## src/rtl/mux2way_arbiter.sv

```systemverilog
// Round-robin burst arbiter: two producers share one 8-bit datapath feeding a
// registered valid/ready output stage. A grant lasts for a whole burst and ends
// on the producer's last beat or when the optional beat limit is reached.
module mux2way_arbiter #(
    parameter int unsigned MAX_BEATS = 16,
    parameter int unsigned CNT_W     = 5
) (
    input  logic       clk,
    input  logic       reset,
    input  logic       req0,
    input  logic [7:0] data0,
    input  logic       last0,
    output logic       ack0,
    input  logic       req1,
    input  logic [7:0] data1,
    input  logic       last1,
    output logic       ack1,
    output logic       sel,
    output logic       out_valid,
    output logic [7:0] out_data,
    output logic       out_last,
    input  logic       out_ready,
    output logic       busy
);

    localparam int unsigned DATA_W = 8;
    localparam bit          LIMIT_EN = (MAX_BEATS != 0);
    localparam logic [CNT_W-1:0] CNT_LAST =
        LIMIT_EN ? CNT_W'(MAX_BEATS - 1) : '0;

    typedef enum logic [1:0] {
        ST_IDLE = 2'd0,
        ST_OWN0 = 2'd1,
        ST_OWN1 = 2'd2
    } state_e;

    state_e              state_q, state_d;
    logic                prio_q, prio_d;
    logic [CNT_W-1:0]    cnt_q, cnt_d;
    logic                sel_q, sel_d;
    logic                busy_q, busy_d;
    logic                out_valid_q, out_valid_d;
    logic [DATA_W-1:0]   out_data_q, out_data_d;
    logic                out_last_q, out_last_d;

    logic                space;
    logic                own1;
    logic                ack0_c, ack1_c;
    logic                accept;
    logic                beat_last;
    logic [DATA_W-1:0]   beat_data;
    logic                other_req;
    logic                limit_hit;

    // Next-state, grant/accept decode and output-stage update.
    always_comb begin
        state_d     = state_q;
        prio_d      = prio_q;
        cnt_d       = cnt_q;
        sel_d       = sel_q;
        busy_d      = busy_q;
        out_valid_d = out_valid_q;
        out_data_d  = out_data_q;
        out_last_d  = out_last_q;
        ack0_c      = 1'b0;
        ack1_c      = 1'b0;

        space     = !out_valid_q || out_ready;
        own1      = (state_q == ST_OWN1);
        beat_last = own1 ? last1 : last0;
        beat_data = own1 ? data1 : data0;
        other_req = own1 ? req0 : req1;
        limit_hit = LIMIT_EN && (cnt_q == CNT_LAST);

        case (state_q)
            ST_IDLE: begin
                if (req0 && req1) begin
                    state_d = prio_q ? ST_OWN1 : ST_OWN0;
                end else if (req0) begin
                    state_d = ST_OWN0;
                end else if (req1) begin
                    state_d = ST_OWN1;
                end
            end
            ST_OWN0: ack0_c = req0 && space && !reset;
            ST_OWN1: ack1_c = req1 && space && !reset;
            default: state_d = ST_IDLE;
        endcase

        accept = ack0_c || ack1_c;

        if (accept) begin
            out_data_d  = beat_data;
            out_last_d  = beat_last;
            out_valid_d = 1'b1;
            cnt_d       = cnt_q + CNT_W'(1);
            // Burst end or forced release hands priority to the other side.
            if (beat_last || limit_hit) begin
                prio_d = !own1;
                cnt_d  = '0;
                if (other_req) begin
                    state_d = own1 ? ST_OWN0 : ST_OWN1;
                end else begin
                    state_d = ST_IDLE;
                end
            end
        end else if (out_valid_q && out_ready) begin
            out_valid_d = 1'b0;
        end

        // Mux address follows the owner and holds its last value while idle.
        if (state_d != ST_IDLE) begin
            sel_d = (state_d == ST_OWN1);
        end
        busy_d = (state_d != ST_IDLE);
    end

    // State and output registers with synchronous reset.
    always_ff @(posedge clk) begin
        if (reset) begin
            state_q     <= ST_IDLE;
            prio_q      <= 1'b0;
            cnt_q       <= '0;
            sel_q       <= 1'b0;
            busy_q      <= 1'b0;
            out_valid_q <= 1'b0;
            out_data_q  <= '0;
            out_last_q  <= 1'b0;
        end else begin
            state_q     <= state_d;
            prio_q      <= prio_d;
            cnt_q       <= cnt_d;
            sel_q       <= sel_d;
            busy_q      <= busy_d;
            out_valid_q <= out_valid_d;
            out_data_q  <= out_data_d;
            out_last_q  <= out_last_d;
        end
    end

    assign ack0      = ack0_c;
    assign ack1      = ack1_c;
    assign sel       = sel_q;
    assign busy      = busy_q;
    assign out_valid = out_valid_q;
    assign out_data  = out_data_q;
    assign out_last  = out_last_q;

endmodule

```

## config.mk

```make
export PLATFORM = sky130hd
export DESIGN_NAME = mux2way_arbiter
export DESIGN_NICKNAME = d
export VERILOG_FILES = /design/src/rtl/mux2way_arbiter.sv
export SDC_FILE = /design/constraint.sdc
export NUM_CORES = 1
export LEC_CHECK = 0
export BUFFER_PORTS_ARGS = -buffer_cell sky130_fd_sc_hd__buf_4
export CORE_MARGIN = 8
export CORE_UTILIZATION = 35
export DETAILED_ROUTE_END_ITERATION = 7
export GPL_ROUTABILITY_DRIVEN = 0
export PLACE_DENSITY_LB_ADDON = 0.2
export SLEW_MARGIN = 20
export SYNTH_ARGS = -nofsm -noshare
export SYNTH_HDL_FRONTEND = slang
export SYNTH_SLANG_ARGS = --single-unit
```

## constraint.sdc

```tcl
create_clock -name clk -period 1.82 [get_ports clk]
set_input_delay 0.364 -clock clk [delete_from_list [all_inputs] [get_ports clk]]
set_output_delay 0.364 -clock clk [all_outputs]
set_load 0.02 [all_outputs]
```

==> results of run 1 <==
placed cells by master, fill, tap and decap left out, types with 2 or more instances in the layout:
master / synthesis / routed
a311oi_1: 8 / 8
nor2_1: 20 / 20
ha_2: 0 / 2
nand2_1: 19 / 19
clkbuf_4: 0 / 3
xnor2_1: 2 / 2
buf_4: 3 / 44
a211oi_2: 1 / 2
a21oi_1: 9 / 9
nand2b_1: 4 / 4
dfxtp_1: 20 / 19
inv_1: 4 / 4
o21ai_1: 3 / 3
report_power, final:
| part | switching, mW | leakage, nW | total (mW) | internal, mW |
|---|---|---|---|---|
| sequential | 0.0185 | 0.164 | 0.483 | 0.464 |
| clock | 0.121 | 0.0138 | 0.197 | 0.0767 |
| combinational | 0.124 | 0.415 | 0.244 | 0.119 |
cell families after synthesis:
group,count (synthesis),synth area share
flip-flops,20,0.403
multiplexers,1,0.0101
adder cells (fa/ha/maj),2,0.0252
buffers and inverters,13,0.0616
AND/OR/NAND/NOR,51,0.252
XOR/XNOR,3,0.0264
AO/OA/AOI/OAI,31,0.223
area by class of cell:
| cell class | instances | share of cell area |
|---|---|---|
| clock buffer | 3 | 0.0163 |
| inverter | 5 | 0.0136 |
| multi-input combinational | 88 | 0.397 |
| sequential | 20 | 0.291 |
| tap | 31 | 0.0281 |
| timing repair buffer | 45 | 0.254 |
sequential cells by signal, summed over array words and instances (netlist names):
signal,flops
prio_q,1
out_data,8
out_last,1
state_q,2
busy,1
sel,1
cnt_q,5
out_valid,1
timing repair:
action                     4_1_cts  5_1_grt
buffers inserted                 0        2
resized for setup                0        5
setup endpoints to repair        0        4
hold endpoints to repair         0        0
worst reg2reg max path: stages, from the launching register on:
cell and delay (ns):
dfxtp_1 0.37, ha_2 0.20, and3_4 0.18, ha_2 0.18, a211oi_2 0.05, a21o_2 0.24, or3_1 0.32, a21oi_1 0.12
stage by stage:
step	power (mW)	setup slack [ns]	util	cells
after CTS	0.931	0.0484	0.493	190
after global placement	0.727	0.182	0.485	187
final	0.924	0.0652	0.505	192
after detailed placement	0.733	0.0932	0.485	187
after floorplan	0.625	0.174	-	121
after global routing	0.985	-0.00649	0.505	192
worst paths after layout:
path	startpoint	slack, ns	end
worst max-delay path	out_valid	0.07	ack0
worst min-delay path	data1[1]	0.34	out_data[1]
worst max register to register	cnt_q[1]	0.12	state_q[0]
worst min register to register	out_data[7]	0.50	out_data[7]
routing by layer:
layer / GRT usage / share of wire / vias to the layer above
li1: - / - / 506
met1: 0.131 / 0.44 / 466
met2: 0.180 / 0.49 / 29
met3: 0.0315 / 0.059 / 2
met4: 0.0296 / 0.0052 / 0
met5: 0 / 0 / -
==> impl_metrics.yaml, run 1 <==
clocking:
  clock_latency_ns: 0.28
  clk_root_buffer_cell: "clkbuf_4"
  cts_tree: "done"
  htreeDepth: 1
  clockBufferDepth: 2
  clkSlewWorstSetupHoldPaths_ns: 0.10
  cts_sinks: 20
  ctsHoldBuffers: 0
  numCtsBuffers: 3
grt:
  grt_pass1_vias: 1038
  grt_max_degree: 23
  grt.overflow.total: 0
  antenna_found_initial: 0
  track_usage: 0.108
  grt_pass1_wl_microns: 4570
detailed_routing:
  route.antenna.remaining_nets: 0
  first_pass_iters: 4
  viasPerCell: 5.22
  drc: 0
  wl_microns: 2690
  wire_per_inst_microns: 14.0
  num_vias: 1003
  drtIter0Drc: 82
outcome:
  status: "finished clean"
setup_path:
  r2r.worst_path.cells: 7
  crit_path_frequent_cell: "buf_4"
  cp-end-kind: "output port"
  slowest_stage: "dfxtp_1"
  critical-path-top-delay-family: "buffers and inverters"
  worstPathMaxFanout: 4
  critPathBufInv: 3
  path_cells: "nand2b_1, nand4_1, buf_4, inv_2, buf_4"
  crit_type: "reg -> out"
  worstPathRequired_ns: 1.46
  timing.critical_path.arrival_ns: 1.39
  path_depth: 5
  crit_path_start_kind: "flip-flop"
  critPathMaxStageDelay_ns: 0.33
pwr:
  ir_drop_uv: 430
  power.leakage_nw: 0.592
  p_per_area_nw_per_um2: 670
floorplanning:
  die_w_microns: 69.3
  io_pins: 37
  die-area_sq_um: 4800
  start_util: 0.364
  die_h_microns: 69.3
  row_count: 19
  core_sq_um: 2730
final_layout:
  multi_input_area_sq_um: 548
  nFillCells: 251
  area_delta_synth_final_pct: 38.7
  nets: 188
  n_antenna_cell: 0
  final_area_sq_um: 1380
  regArea_sq_um: 402
  drive_gt1_frac: 0.366
synth:
  yosys_warnings: 0
  synth_cell_types: 34
  synthTopCellsByCount: "dfxtp_1 (20), nor2_1 (20), nand2_1 (19), a21oi_1 (9), a311oi_1 (8)"
  ys_seq_elements: 20
  syn_nets: 146
  synth_edf_count: 0
  synth-seq-area-share: 0.403
  yosys_most_used_dff: "dfxtp_1"
  synth_largest_area_cell: "dfxtp_1"
  synthTopCellsByArea: "dfxtp_1 (40%), nor2_1 (7.5%), nand2_1 (7.2%)"
  syn_inst: 121
  avgSynthCellArea_sq_um: 8.22
  synth_top_area_frac: 0.403
  async_flop_share: 0
  netlist_area_sq_um: 995
sta:
  finalSetupTns_ns: 0
  clock_skew_ns: 0.00260
  min_period_ns: 1.75
  finalMaxSlewViolations: 0
  max_freq_mhz: 570
  slew_headroom: 0.799
  worst_pin_slew_ns: 0.298
  hold_viol_final: 0
  setup_violations: 0
  hold_ws_ns: 0.337
  period_share: 0.964
flow_run:
  drv_cap: 0
placement:
  place_hpwl_microns: 2010
  placed_cell_area_sq_um: 1330
  portBuffers: 36
hold_path:
  hold_depth: 3
  hold_class: "in -> reg"
Note: power is estimated with default switching activity, not from simulation.
==> run 2: changes to the inputs <==
- REMOVE_ABC_BUFFERS: not set -> 1
==> run 2 against run 1 <==
Cell area increased by 2.4%. Sequential power up 1%. Final cell count unchanged. Non-clock buffer count decreased by 1. First-iteration DRC count is 67% lower. Die area is the same. Sequential share of layout area down 0.49 points. Global-route usage down 0.27 points. Largest cell class unchanged.
==> impl_metrics.yaml, run 2 (synthesis gave the netlist of run 1 again) <==
outcome:
  status: "finished clean"
clocking:
  cts_tree: "done"
  clkSlewWorstSetupHoldPaths_ns: 0.12
  cts_sinks: 20
  clk_root_buffer_cell: "clkbuf_4"
  clock_latency_ns: 0.31
  ctsHoldBuffers: 0
  numCtsBuffers: 3
  clockBufferDepth: 2
  htreeDepth: 1
final_layout:
  drive_gt1_frac: 0.373
  largest_reg_flops: 8
  multi_input_area_sq_um: 568
  nets: 187
  area_delta_synth_final_pct: 42.0
  nFillCells: 251
  regArea_sq_um: 404
  final_cell_mix: "buf_4 (44), nor2_1 (20), nand2_1 (19), dfxtp_1 (17), a21oi_1 (9)"
  n_antenna_cell: 0
  layout_commonest_cell: "buf_4"
setup_path:
  cp-end-kind: "flip-flop"
  r2r.worst_path.cells: 8
  path_depth: 8
  r2r_slack_ns: 0.07
  worstPathMaxFanout: 4
  slowest_stage: "dfxtp_2"
  worstPathRequired_ns: 2.03
  r2r-start: "cnt_q[0]"
  critPathBufInv: 1
  crit_path_start_kind: "flip-flop"
  rr_endpoint: "state_q[1]"
  critical-path-top-delay-family: "compound AO/OA/AOI/OAI gates"
  crit_type: "reg -> reg"
  path_cells: "ha_1, and3_4, ha_4, a211oi_4, buf_4, o22ai_1, a32oi_1, nor2_1"
  critPathMaxStageDelay_ns: 0.35
  timing.critical_path.arrival_ns: 1.95
sta:
  min_period_ns: 1.75
  slew_headroom: 0.805
  finalSetupTns_ns: 0
  max_freq_mhz: 572
  clock_skew_ns: 0.00541
  setup_violations: 0
  period_share: 0.960
  finalMaxSlewViolations: 0
  hold_ws_ns: 0.268
  hold_viol_final: 0
  worst_pin_slew_ns: 0.289
detailed_routing:
  viasPerCell: 5.20
  num_vias: 998
  drc: 0
  wire_per_inst_microns: 13.9
  first_pass_iters: 4
  route.antenna.remaining_nets: 0
  drtIter0Drc: 27
  wl_microns: 2660
floorplanning:
  core_sq_um: 2730
  die_w_microns: 69.3
  die_h_microns: 69.3
  row_count: 19
  start_util: 0.364
  die-area_sq_um: 4800
  io_pins: 37
pwr:
  power.leakage_nw: 0.613
  ir_drop_uv: 550
  p_per_area_nw_per_um2: 772
grt:
  top_usage_layer: "met2"
  track_usage: 0.106
  gr-usage-met2: 0.161
  grt_use_met3: 0.0358
  grt_pass1_vias: 937
  grt_max_degree: 14
  grtUsageMet1: 0.130
  grt.overflow.total: 0
  grt_pass1_wl_microns: 4330
  antenna_found_initial: 0
hold_path:
  hold_class: "in -> reg"
  hold_depth: 2
  whs_endpoint: "prio_q"
  hold_start: "reset"
placement:
  place_hpwl_microns: 2030
  portBuffers: 36
flow_run:
  drv_cap: 0
[run 2: layer usage]
layer,share of wire,up-vias
li1,-,503
met1,0.47,457
met2,0.44,34
met3,0.070,4
met4,0.015,0
met5,0,-
[run 2: report_power, final]
group	total, mW	switching, mW	internal (mW)
Sequential	0.489	0.0232	0.466
Combinational	0.235	0.119	0.116
Clock	0.367	0.144	0.223
Total	1.09	0.286	0.805
[run 2: layout make-up]
type / count / area share
clock buffers: 3 / 0.0159
clock inverters: 1 / 0.0213
inverters: 5 / 0.0133
multi-input cells: 88 / 0.402
flip-flops and latches: 20 / 0.286
well taps: 31 / 0.0275
repair buffers: 44 / 0.234
[run 2: timing repair]
item                                    4_1_cts  5_1_grt
resized for setup                             2        7
pin swaps                                     0        3
endpoints found under the setup margin        2        8
buffers inserted                              0        2
cloned                                        0        0
[run 2: worst max path at each step]
stage          startpoint          to  slack, ns
2_1_floorplan  state_q[1]    cnt_q[1]       0.08
3_3_place_gp     cnt_q[0]    cnt_q[4]       0.09
3_5_place_dp     cnt_q[0]    cnt_q[4]       0.02
4_1_cts          cnt_q[0]    cnt_q[4]      0.001
5_1_grt        state_q[1]        ack1    -0.0008
6_report         cnt_q[0]  state_q[1]       0.07
[run 2: metrics by stage]
stage,util,worst slack [ns],power (mW),instance area [sq um],std cells
finish,0.517,0.0725,1.09,1410,192
global placement,0.478,0.0897,0.717,1310,186
detailed placement,0.478,0.0210,0.721,1310,186
global route,0.517,-0.000756,1.15,1410,192
CTS,0.498,0.00134,1.09,1360,190
floorplan,-,0.0758,0.610,952,113
